File: src/rtl/fifo_write_arbiter_if.sv
// Write-side bundle between the producers, the round-robin arbiter and the
// FIFO write port. The arbiter takes the master view: it consumes the
// producer requests and data and the FIFO full flag, and it drives the
// grants and the FIFO's enqueue/data_in.
interface fifo_write_arbiter_if #(
    parameter int requesters = 4,
    parameter int bit_width  = 8
);
    localparam int owner_width = $clog2(requesters);

    logic [requesters-1:0]           request;
    logic [requesters*bit_width-1:0] req_data;
    logic                            full;
    logic [requesters-1:0]           grant;
    logic                            enqueue;
    logic [bit_width-1:0]            data_in;
    logic [owner_width-1:0]          owner;
    logic                            busy;

    modport master (
        input  request,
        input  req_data,
        input  full,
        output grant,
        output enqueue,
        output data_in,
        output owner,
        output busy
    );

    modport slave (
        output request,
        output req_data,
        output full,
        input  grant,
        input  enqueue,
        input  data_in,
        input  owner,
        input  busy
    );
endinterface

File: src/rtl/fifo_write_arbiter.sv
// Round-robin arbiter sharing one FIFO write port between several producers.
// A producer holds the port for a burst of at most max_burst beats. A beat is
// a cycle in which the owner requests and the FIFO is not full. The burst ends
// when the owner drops its request or uses its last beat, and every burst is
// followed by one idle arbitration cycle.
module fifo_write_arbiter #(
    parameter int requesters = 4,
    parameter int bit_width  = 8,
    parameter int max_burst  = 4
) (
    input  logic                  write_clock,
    input  logic                  reset,
    fifo_write_arbiter_if.master  bus
);
    localparam int owner_width = $clog2(requesters);
    localparam int beats_width = $clog2(max_burst + 1);

    // Index 0 gets first priority after reset because the scan starts at last+1.
    localparam logic [owner_width-1:0] last_init   = owner_width'(requesters - 1);
    // beats+1 == max_burst is the same as beats == max_burst-1.
    localparam logic [beats_width-1:0] final_beat  = beats_width'(max_burst - 1);
    localparam logic [owner_width:0]   wrap_limit  = (owner_width + 1)'(requesters);

    typedef enum logic {
        IDLE  = 1'b0,
        BURST = 1'b1
    } state_t;

    state_t                  state_reg,  state_next;
    logic [owner_width-1:0]  owner_reg,  owner_next;
    logic [owner_width-1:0]  last_reg,   last_next;
    logic [beats_width-1:0]  beats_reg,  beats_next;
    logic [requesters-1:0]   grant_reg,  grant_next;

    logic [bit_width-1:0]    data_slice [requesters];
    logic [owner_width-1:0]  scan_idx   [requesters];
    logic [requesters-1:0]   scan_hit;
    logic [requesters-1:0]   winner_onehot;
    logic [owner_width-1:0]  winner;
    logic                    any_request;
    logic                    owner_request;
    logic                    beat;

    // Per-producer data lanes, so the owner can pick its word by index.
    for (genvar gi = 0; gi < requesters; gi++) begin : g_slice
        assign data_slice[gi] = bus.req_data[gi*bit_width +: bit_width];
    end

    // Scan order: offset gi looks at index (last+1+gi) mod requesters.
    // last <= requesters-1, so one conditional subtraction covers the wrap.
    for (genvar gi = 0; gi < requesters; gi++) begin : g_scan
        logic [owner_width:0] scan_sum;
        assign scan_sum     = {1'b0, last_reg} + (owner_width + 1)'(gi + 1);
        assign scan_idx[gi] = (scan_sum >= wrap_limit)
                            ? owner_width'(scan_sum - wrap_limit)
                            : scan_sum[owner_width-1:0];
        assign scan_hit[gi] = bus.request[scan_idx[gi]];
    end

    // Pick the requester at the smallest scan offset; walking offsets from
    // high to low lets the nearest hit overwrite the farther ones.
    always_comb begin
        winner = scan_idx[0];
        for (int i = requesters - 1; i >= 0; i--) begin
            if (scan_hit[i]) begin
                winner = scan_idx[i];
            end
        end
    end

    // One-hot form of the winner, loaded into the grant register on a new burst.
    for (genvar gi = 0; gi < requesters; gi++) begin : g_onehot
        assign winner_onehot[gi] = (winner == owner_width'(gi));
    end

    assign any_request   = |bus.request;
    assign owner_request = bus.request[owner_reg];
    // A beat is the only way a word reaches the FIFO; never while it is full.
    assign beat          = (state_reg == BURST) && owner_request && !bus.full;

    assign bus.enqueue = beat;
    assign bus.data_in = data_slice[owner_reg];
    assign bus.grant   = grant_reg;
    assign bus.owner   = owner_reg;
    assign bus.busy    = (state_reg == BURST);

    // Next-state logic: arbitrate in IDLE, count beats and detect burst end in BURST.
    always_comb begin
        state_next = state_reg;
        owner_next = owner_reg;
        last_next  = last_reg;
        beats_next = beats_reg;
        grant_next = grant_reg;
        case (state_reg)
            IDLE: begin
                if (any_request && !bus.full) begin
                    state_next = BURST;
                    owner_next = winner;
                    beats_next = '0;
                    grant_next = winner_onehot;
                end
            end
            BURST: begin
                if (!owner_request || (beat && (beats_reg == final_beat))) begin
                    // Burst over: remember who had it so the next scan starts after it.
                    state_next = IDLE;
                    last_next  = owner_reg;
                    owner_next = '0;
                    beats_next = '0;
                    grant_next = '0;
                end else if (beat) begin
                    beats_next = beats_reg + beats_width'(1);
                end
                // full=1 with the owner still requesting: stall, nothing changes.
            end
            default: begin
                state_next = IDLE;
                owner_next = '0;
                beats_next = '0;
                grant_next = '0;
            end
        endcase
    end

    // State register with synchronous reset.
    always_ff @(posedge write_clock) begin
        if (reset) begin
            state_reg <= IDLE;
            owner_reg <= '0;
            last_reg  <= last_init;
            beats_reg <= '0;
            grant_reg <= '0;
        end else begin
            state_reg <= state_next;
            owner_reg <= owner_next;
            last_reg  <= last_next;
            beats_reg <= beats_next;
            grant_reg <= grant_next;
        end
    end
endmodule

File: src/flat_wrapper.sv
// flat-port wrapper written by rule: the top's interface ports become plain ports
module fifo_write_arbiter_flat 
#(
    parameter int requesters = 4,
    parameter int bit_width  = 8,
    parameter int max_burst  = 4
)
  (write_clock, reset, bus_request, bus_req_data, bus_full, bus_grant, bus_enqueue, bus_data_in, bus_owner, bus_busy);
  fifo_write_arbiter_if #(.requesters(requesters), .bit_width(bit_width)) bus_i ();
  input  logic write_clock;
  input  logic reset;
  input wire logic [$bits(bus_i.request)-1:0] bus_request;
  input wire logic [$bits(bus_i.req_data)-1:0] bus_req_data;
  input wire logic [$bits(bus_i.full)-1:0] bus_full;
  output wire logic [$bits(bus_i.grant)-1:0] bus_grant;
  output wire logic [$bits(bus_i.enqueue)-1:0] bus_enqueue;
  output wire logic [$bits(bus_i.data_in)-1:0] bus_data_in;
  output wire logic [$bits(bus_i.owner)-1:0] bus_owner;
  output wire logic [$bits(bus_i.busy)-1:0] bus_busy;
  assign bus_i.request = bus_request;
  assign bus_i.req_data = bus_req_data;
  assign bus_i.full = bus_full;
  assign bus_grant = bus_i.grant;
  assign bus_enqueue = bus_i.enqueue;
  assign bus_data_in = bus_i.data_in;
  assign bus_owner = bus_i.owner;
  assign bus_busy = bus_i.busy;
  fifo_write_arbiter #(.requesters(requesters), .bit_width(bit_width), .max_burst(max_burst)) u_core (.write_clock(write_clock), .reset(reset), .bus(bus_i));
endmodule
File: config.mk
export PLATFORM = sky130hd
export DESIGN_NAME = fifo_write_arbiter_flat
export DESIGN_NICKNAME = d
export VERILOG_FILES = /design/src/rtl/fifo_write_arbiter_if.sv /design/src/rtl/fifo_write_arbiter.sv /design/src/flat_wrapper.sv
export SDC_FILE = /design/constraint.sdc
export NUM_CORES = 1
export LEC_CHECK = 0
export CAP_MARGIN = 20
export CORE_ASPECT_RATIO = 1.5
export CORE_UTILIZATION = 30
export DETAILED_ROUTE_END_ITERATION = 10
export GPL_TIMING_DRIVEN = 0
export PLACE_DENSITY = 0.69
export SYNTH_ARGS = -nofsm -noshare
export SYNTH_HDL_FRONTEND = slang
export SYNTH_SLANG_ARGS = --single-unit
File: constraint.sdc
create_clock -name write_clock -period 3.5 [get_ports write_clock]
set_input_delay 0.7 -clock write_clock [delete_from_list [all_inputs] [get_ports write_clock]]
set_output_delay 0.7 -clock write_clock [all_outputs]
set_load 0.03 [all_outputs]
Yosys cells after proc, flatten, opt, wreduce, memory -nomap -nowiden:

Index checks and enable logic that the tools add are counted.

* flip-flop bits (word level): 12
* latch bits: 0
* bits in writable memories: 0
* ROM bits: 0
* bits of input ports: 39
* output and inout bits: 16
* word-level logic and storage cells: 79
* memories: 0

* add/sub/neg operators: 9
* multiply operators: 0
* divide/modulo/power cells: 0
* order comparisons: 10
* eq/ne operators: 7
* shifts and indexed selects: 0
* multiplexer cells: 34
* bitwise logic cells: 2
* reduce and logical (&&, ||, !) cells: 12

Operators by type and width (number)
* two-way mux 2 bit: 10
* binary-select mux 8 bit (select 2 bit): 1
* two-way mux 8 bit: 2
* >= comparator 3 bit, second input constant: 5
* < comparator 2 x 3 -> 1 bit, second input constant: 5
* binary-select mux 1 bit (select 2 bit): 5
* two-way mux 3 bit: 3
* two-way mux 4 bit: 2
* one-hot mux 4 bit (2 select lines): 1
* subtractor 2 x 1 -> 2 bit, second input constant: 4
* two-way mux 1 bit: 7
* adder 2 x 2 -> 3 bit, second input constant: 2
* one-hot mux 3 bit (2 select lines): 1
* AND reduction 2 bit: 3
* == test 2 bit, second input constant: 2
* logical AND 1 bit: 4
* one-hot mux 2 bit (2 select lines): 1
* OR reduction 4 bit: 1
* adder 2 x 1 -> 3 bit, second input constant: 1
* adder 2 x 3 -> 3 bit, second input constant: 1
* adder 3 x 1 -> 3 bit, second input constant: 1
* == test 3 x 2 -> 1 bit, second input constant: 1
* inequality test 3 bit, second input constant: 1
* inverter 2 -> 3 bit: 1
* other kinds (8): 9

Longest topological paths before layout:

* depth after elaboration: 12
* depth in mapped cells: 7
* gate-level depth less buffers: 7

Least setup slack after synthesis:

Ideal clock, no wire load.

* kind: reg-to-output
* from: register u_core.owner_reg[0], in the netlist u_core.bus.owner[0]
* to: output bus_data_in[0]
* arrival time: 1490 ps
* data required time: 2800 ps
* path slack: 1310 ps
* cell stages (with the launch flop): 3
* buffers on the path: 1
* cells stage by stage: dfxtp_1 -> buf_2 -> mux4_2

* longest elaborated chain between the ends: 4

Ends and longest elaborated chain
* start: declaration: RTL line fifo_write_arbiter.sv:30 `logic [owner_width-1:0] owner_reg, owner_next;`
* start signal: assignment: RTL line fifo_write_arbiter.sv:135 `owner_reg <= owner_next;`
* inverter 2 -> 3 bit (not written as such): RTL line fifo_write_arbiter.sv:82 `assign bus.data_in = data_slice[owner_reg];`
* binary-select mux 8 bit (select 2 bit): RTL line fifo_write_arbiter.sv:82
* two-way mux 8 bit (not written as such) (2 in series): RTL line fifo_write_arbiter.sv:82
* end: declaration: RTL line flat_wrapper.sv:17 `output wire logic [$bits(bus_i.data_in)-1:0] bus_data_in;`

No other way between the ends. The select of a mux whose other input is x is not followed.

Worst setup path in the final report:

* from: input bus_request[3]
* to: output bus_enqueue

* longest elaborated chain between the ends: 4

Ends and longest elaborated chain
* start: declaration: RTL line flat_wrapper.sv:12 `input wire logic [$bits(bus_i.request)-1:0] bus_request;`
* binary-select mux 1 bit (select 2 bit): RTL line fifo_write_arbiter.sv:77 `assign owner_request = bus.request[owner_reg];`
* two-way mux 1 bit (not written as such): RTL line fifo_write_arbiter.sv:77
* logical AND 1 bit (2 in series): RTL line fifo_write_arbiter.sv:79 `assign beat = (state_reg == BURST) && owner_request && !bus.full;`
* end: declaration: RTL line flat_wrapper.sv:16 `output wire logic [$bits(bus_i.enqueue)-1:0] bus_enqueue;`

No other way between the ends. The select of a mux whose other input is x is not followed.

==> results.toml <==
[synth]
ys.flop_type = "dfxtp_1"
synth_fp_nets = 125
ys_seq_elements = 12
synthCells = 84
synth_cell_types = 34
yosysMostFrequentCell = "dfxtp_1"
synthArstFlopShare = 0
seq_area_frac_synth = 0.288
synthTopCellsByArea = "dfxtp_1, mux4_2, a21oi_1, nor2_1, ha_1"
synthesis.area_sq_um = 835
avgSynthCellArea_sq_um = 9.94
synth_top_area_share = 0.288
synth.largest_area_cell = "dfxtp_1"
synthTopCellsByCount = "dfxtp_1, mux4_2, nor2_1"
yosysWarningCount = 0
synth_edf_count = 0

[layout]
drive_gt1_frac = 0.134
diodes = 0
largest_reg_flops = 4
fin_nets = 184
areaGrowthSynthToFinish_pct = 76.9

[global_route]
grt_pass1_vias = 860
grt-ovfl-total = 0
grt_usage = 0.169
grt_pass1_wl_um = 3740
grt_max_degree = 11
antenna_found_initial = 0

[sta]
setup_tns_ns = 0
final-hold-violation-count = 0
worst_slack_ns = 0.269
drv_slew = 0
rsz0062_at_grt = "no"
finalCritPeriodShare = 0.923
fmax_ghz = 0.310
skew_ns = 0.000869
max_slew.worst_pin.slew_ns = 0.449
finalCriticalPeriod_ns = 3.23
relSlewSlack = 0.701
final-setup-viol-count = 0

[worst_setup_path]
r2r-start = "u_core.bus.owner[0]$_SDFFE_PP0P_"
rr_worst_depth = 4
timing.rr.end = "u_core.last_reg[0]$_SDFFE_PP1P_"
cp.required_ns = 2.80
crit_type = "in2out"
r2r_slack_ns = 1.86
startpoint_type = "input pin"
crit_fanout = 7
critPathCaptureType = "output pin"
cp.arrival_ns = 2.53

[die]
core-area_sq_um = 2650
start_util = 0.315
die-area_sq_um = 3000
dieWidth_um = 45.1
io_pins = 55
die_h_um = 66.6
num_rows = 23

[placed_design]
hpwl_um = 1980
detailedPlace.worstSlack_ns = 0.273
numPortBuffers = 54
place_congestion = 0.762

[power_and_ir_drop]
ir_drop_mv = 0.199
power_density_nw_per_um2 = 340
p_leak_nw = 0.537
p_total_mw = 0.501

[clocking]
cts.path.max_buffers = 2
cts_sinks = 12
cts_tree = "built"
clkLatencyLatePin_ns = 0.24
path_clk_slew_ns = 0.05
cts_resized = 0
cts-buffers-inserted = 3
postCtsSetupRepairBufs = 0
postCtsHoldBufs = 0
htree_num_levels = 1
root_buffer = "clkbuf_8"

[hold_path]
hold_end = "u_core.bus.grant[3]$_SDFFE_PP0P_"
min_path_type = "reg2reg"
min_from = "u_core.bus.grant[3]$_SDFFE_PP0P_"
whs_path_depth = 2

[job]
cap_violations = 0

[outcome]
status = "complete, no violations"

[drt]
ant_nets = 0
vias = 909
wirelength_um = 2440
wl_per_cell_um = 13.6
drcViolationCount = 0
firstDrtPassIters = 4
drt_iter0_markers = 14
via_per_inst = 5.08
[cells in the final DEF (no fill, tap or decap), types with 2 or more instances in the layout]
cell / instances
clkbuf_8: 4
nor2_1: 9
o21bai_1: 2
nand2b_1: 4
dfxtp_1: 12
nand2_1: 6
o2bb2ai_1: 2
clkdlybuf4s50_1: 54
a21oi_1: 7
nor3b_1: 2
inv_1: 5
ha_1: 2
nor3_1: 2
mux4_2: 9
[cell families (layout without fill, tap and decap cells)]
family | after synthesis | in the layout | share of synthesized area
flops | 12 | 12 | 0.288
compound gates | 24 | 24 | 0.213
mux | 9 | 9 | 0.243
buf+inv | 8 | 66 | 0.0420
xor+xnor | 1 | 1 | 0.0105
fa+ha+maj | 2 | 2 | 0.0300
simple gates | 28 | 28 | 0.174
[layer usage]
metal,global-route usage,vias to the layer above,share of wire
met3,0.0434,5,0.13
met5,0,-,0
met1,0.158,410,0.35
met4,0.0833,0,0.017
met2,0.321,54,0.50
li1,-,440,-
[power breakdown]
| part | internal [mW] | switching (mW) |
|---|---|---|
| clock | 0.0994 | 0.0519 |
| sequential | 0.145 | 0.00807 |
| combinational | 0.108 | 0.0889 |
[per-stage QoR]
step / util / cell area [sq um] / hold WS [ns] / instances
final: 0.558 / 1480 / 0.449 / 179
after global routing: 0.558 / 1480 / 0.470 / 179
after CTS: 0.558 / 1480 / 0.452 / 179
after detailed placement: 0.537 / 1420 / 0.444 / 175
after global placement: 0.537 / 1420 / 0.440 / 175
after floorplan: - / 835 / 0.436 / 84
[area by class of cell]
type                       count  area [sq um]
fill                         252          1170
multi-input combinational     64           559
timing repair buffer          54           541
sequential                    12           240
clock buffer                   4          55.1
tap                           37          46.3
inverter                       5          18.8
buffer                         3          16.3
[critical path: stages]
cell	delay (ns)
clkdlybuf4s50_1	0.51
mux4_2	0.58
nand2_1	0.11
nor2_1	0.04
clkdlybuf4s50_1	0.59
[worst max path at each step]
| stage | to | cells past startpoint | start | slack [ns] |
|---|---|---|---|---|
| after floorplan | bus_data_in[0] | 2 | u_core.bus.owner[0]$_SDFFE_PP0P_ | 1.31 |
| after global placement | bus_enqueue | 5 | bus_request[0] | 0.26 |
| after detailed placement | bus_enqueue | 5 | bus_request[0] | 0.27 |
| after CTS | bus_enqueue | 5 | bus_request[0] | 0.26 |
| after global routing | bus_enqueue | 5 | bus_request[0] | 0.16 |
| final | bus_enqueue | 5 | bus_request[3] | 0.27 |
No activity file was read; power rests on OpenSTA's default activity.
==> edit 1, RTL diff (same flow settings) <==
`bit_width` is set to 8 in 3 places; all go to 6.
--- a/src/rtl/fifo_write_arbiter_if.sv
+++ b/src/rtl/fifo_write_arbiter_if.sv
@@ -4,7 +4,7 @@
 // grants and the FIFO's enqueue/data_in.
 interface fifo_write_arbiter_if #(
     parameter int requesters = 4,
-    parameter int bit_width  = 8
+    parameter int bit_width  = 6
 );
     localparam int owner_width = $clog2(requesters);
 
--- a/src/rtl/fifo_write_arbiter.sv
+++ b/src/rtl/fifo_write_arbiter.sv
@@ -5,7 +5,7 @@
 // followed by one idle arbitration cycle.
 module fifo_write_arbiter #(
     parameter int requesters = 4,
-    parameter int bit_width  = 8,
+    parameter int bit_width  = 6,
     parameter int max_burst  = 4
 ) (
     input  logic                  write_clock,
--- a/src/flat_wrapper.sv
+++ b/src/flat_wrapper.sv
@@ -2,7 +2,7 @@
 module fifo_write_arbiter_flat 
 #(
     parameter int requesters = 4,
-    parameter int bit_width  = 8,
+    parameter int bit_width  = 6,
     parameter int max_burst  = 4
 )
   (write_clock, reset, bus_request, bus_req_data, bus_full, bus_grant, bus_enqueue, bus_data_in, bus_owner, bus_busy);
Interface: changed (resized bus_data_in and bus_req_data); port bits go from 55 to 45. No check against the original RTL was run, so the function may have changed too.
==> edit 1 against the original RTL <==
Combinational power fell by 13%. Cell area fell by 7.1%. Worst setup slack got worse by 30 ps. Clock skew rose by 2.5 ps. Synthesized cell count fell by 2.4%. Critical path depth did not move. Hold slack improved by 9.6 ps. Wire length fell by 10%. Power fell by 5.6%. Area after synthesis fell by 0.60%. Sequential cell count did not move. Critical endpoint unchanged. Largest cell class unchanged. Largest power group unchanged.
==> edit 1: results (changes against the original RTL) <==
* Global Route Usage Sum at 0.155 (was 0.169)
* Crit. Startpoint: bus_request[0] (was bus_request[3])
* Ratio of cells with drive above 1 in the final layout at 0.100 (was 0.134)
* Syn_nets at 115 (was 125)
* Compound-Gate Fraction of Synth Area at 0.219 (was 0.213)
* Avg Vias per Cell at 5.13 (was 5.08)
* Vias in the first global route at 865 (was 860)
* Count of input and output buffers at 44 (was 54)
* Mean routed wirelength per cell at 13.1 um (was 13.6 um)
* Worst hold slack across all endpoints at 458 ps (was 449 ps)
* Share of synthesized area spent on multiplexers at 0.217 (was 0.243)
* XOR/XNOR share of the synthesized area at 0.0106 (was 0.0105)
* Leading post-synthesis cells by instance count: dfxtp_1, a21oi_1, nor2_1 (was dfxtp_1, mux4_2, nor2_1)
* Worst Max-Slew Pin Slew at 438 ps (was 449 ps)
* Avg Synthesized Cell Area at 10.1 um2 (was 9.94 um2)
* Fill cell count at 266 (was 252)
* Post-Route Skew at 3.35 ps (was 0.869 ps)
* Endpoint arrival time on the critical path at 2560 ps (was 2530 ps)
* Peak VDD IR at 0.368 mV (was 0.199 mV)
* Cell leakage power at 0.512 nW (was 0.537 nW)
* Total half-perimeter wirelength after legalization and detailed placement at 1760 um (was 1980 um)
* Number of DRC violations after detailed-routing iteration 0 at 34 (was 14)
* Worst r2r path cells at 5 (was 4)
* Max Clock Freq at 0.307 GHz (was 0.310 GHz)
* Post-Synth Adder-Cell Area at 0.0302 (was 0.0300)
* End of the worst hold path: u_core.bus.grant[0]$_SDFFE_PP0P_ (was u_core.bus.grant[3]$_SDFFE_PP0P_)
* Minimum setup slack after placement at 256 ps (was 273 ps)
* Peak fanout along the critical path at 8 (was 7)
* R2R setup slack at 1750 ps (was 1860 ps)
* Dpl cells at 163 (was 175)
* Synth area leaders: dfxtp_1, mux4_1, a21oi_1, nand2b_1, nor2_1 (was dfxtp_1, mux4_2, a21oi_1, nor2_1, ha_1)
* Synth Warn # at 0 (unchanged)
* Result of the run: complete, no violations (unchanged)
* Slowest library cell on the worst path: mux4_2 (was clkdlybuf4s50_1)
* Beginning of the worst hold path: u_core.bus.grant[0]$_SDFFE_PP0P_ (was u_core.bus.grant[3]$_SDFFE_PP0P_)
* Final weighted congestion of routability-driven global placement at 0.748 (was 0.762)
* Wire length of the first global-routing pass at 3460 um (was 3740 um)
* Sequential share of the synthesized area at 0.290 (was 0.288)
* Placed cell areas at 1320 um2 (was 1420 um2)
* Non-filler cells in the finished layout at 167 (was 179)
-- edit 1: power by group --
group,total [W],leakage (nW),internal [W],switching [W]
logic,0.000171,0.385,0.0000920,0.0000795
clock network,0.000149,0.0288,0.0000993,0.0000497
registers,0.000153,0.0979,0.000145,0.00000766
-- edit 1: kinds of logic after synthesis --
logic type / after synthesis
XOR/XNOR: 1
adder cells (fa/ha/maj): 2
flip-flops: 12
AO/OA/AOI/OAI: 24
multiplexers: 7
buffers and inverters: 8
AND/OR/NAND/NOR: 28
-- edit 1: metal layers --
layer / vias up / GRT usage / routed length (um)
met1: 395 / 0.126 / 766
met4: 0 / 0.0644 / 23
met5: - / 0 / 0
met2: 46 / 0.308 / 1100
li1: 413 / - / -
met3: 2 / 0.0546 / 297
-- edit 1: cell type report --
cell class,instances,area [um2],share of cell area
repair buffers,44,440,0.321
inverters,5,18.8,0.0137
flip-flops and latches,12,240,0.175
multi-input cells,62,548,0.400
well taps,37,46.3,0.0338
plain buffers,3,22.5,0.0164
clock buffers,4,55.1,0.0401
==> edit 2, RTL diff (same settings) <==
Without the edit above. Make the reset (`reset`) asynchronous in one clocked block. Comments in the files are not updated.
--- a/src/rtl/fifo_write_arbiter.sv
+++ b/src/rtl/fifo_write_arbiter.sv
@@ -123,7 +123,7 @@
     end
 
     // State register with synchronous reset.
-    always_ff @(posedge write_clock) begin
+    always_ff @(posedge write_clock or posedge reset) begin
         if (reset) begin
             state_reg <= IDLE;
             owner_reg <= '0;
Check against the original RTL: differs if reset is asserted again (counterexample within 4 cycles, from zero or initial values and one cycle with reset high); with reset held inactive, the same outputs for 10 cycles.
==> edit 2 against the original RTL <==
Area after synthesis increased by 5.1%. First-iteration DRC count down 50%. Non-clock buffer count shrank 1. Worst setup slack worse by 4.3 ps. Sequential share of layout area rose by 3.8 points. Highest routed layer unchanged. Fmax down 0.13%. Sequential cell count unchanged. Wire length about the same. Cell area grew 1.9%.
Power is not compared: it rests on default switching activity, and its combinational part moved more than twofold at a synthesized area within 25%.
==> edit 2: results (changes against the original RTL) <==
* Worst Max-Slew Pin Slew at 519 ps (was 449 ps)
* Mean routed wirelength per cell at 14.4 um (was 13.6 um)
* Largest net degree at the start of global routing at 13 (was 11)
* Beginning of the worst hold path: u_core.bus.grant[2]$_DFFE_PP0P_ (was u_core.bus.grant[3]$_SDFFE_PP0P_)
* Post-route met1 wirelength at 846 um (was 849 um)
* Met2 Usage GRT at 0.322 (was 0.321)
* Yosys top cell area share at 0.285 (was 0.288)
* Wire length of the first global-routing pass at 3760 um (was 3740 um)
* Slowest library cell on the worst path: mux4_2 (was clkdlybuf4s50_1)
* Avg Synthesized Cell Area at 11.7 um2 (was 9.94 um2)
* Synth async-reset ratio at 1.00 (was 0)
* Met3 WL at 350 um (was 325 um)
* Global-route met1 utilization at 0.147 (was 0.158)
* Fill cell count at 249 (was 252)
* Sequential share of the synthesized area at 0.345 (was 0.288)
* Global Route Usage Sum at 0.163 (was 0.169)
* Avg Vias per Cell at 5.05 (was 5.08)
* Crit. Startpoint: bus_request[2] (was bus_request[3])
* Dominant register cell in the synthesized netlist: dfrtp_1 (was dfxtp_1)
* Global routing usage on met3 at 0.0528 (was 0.0434)
* Syn_nets at 116 (was 125)
* Post-route setup slack at 265 ps (was 269 ps)
* End of the worst hold path: u_core.bus.grant[2]$_DFFE_PP0P_ (was u_core.bus.grant[3]$_SDFFE_PP0P_)
* Ratio of cells with drive above 1 in the final layout at 0.182 (was 0.134)
* Total half-perimeter wirelength after legalization and detailed placement at 2030 um (was 1980 um)
* Result of the run: complete, no violations (unchanged)
* Library cells used by synthesis at 32 (was 34)
* Non-filler cells in the finished layout at 169 (was 179)
* Worst hold slack across all endpoints at 491 ps (was 449 ps)
* Vias in the first global route at 895 (was 860)
* Post-Route Skew at 0.632 ps (was 0.869 ps)
* Endpoint arrival time on the critical path at 2540 ps (was 2530 ps)
-- edit 2: cell count changes in the layout (fill, tap and decap cells not counted), moves of 4 or more --
cell | unedited run | this run
a21oi_1 | 7 | 0
dfrtp_1 | 0 | 10
dfxtp_1 | 12 | 0
mux2_2 | 0 | 4
nor2_1 | 9 | 5
-- edit 2: area by class of cell --
| cell class | instances | area [um2] | share of cell area |
|---|---|---|---|
| well taps | 37 | 46.3 | 0.0308 |
| multi-input cells | 55 | 543 | 0.361 |
| repair buffers | 54 | 541 | 0.359 |
| clock buffers | 3 | 41.3 | 0.0274 |
| flip-flops and latches | 12 | 303 | 0.201 |
| plain buffers | 2 | 8.76 | 0.00582 |
| inverters | 6 | 22.5 | 0.0150 |
-- edit 2: kinds of logic after synthesis --
group,Yosys count
mux,13
xor+xnor,1
compound gates,19
simple gates,20
buf+inv,8
fa+ha+maj,2
flops,12
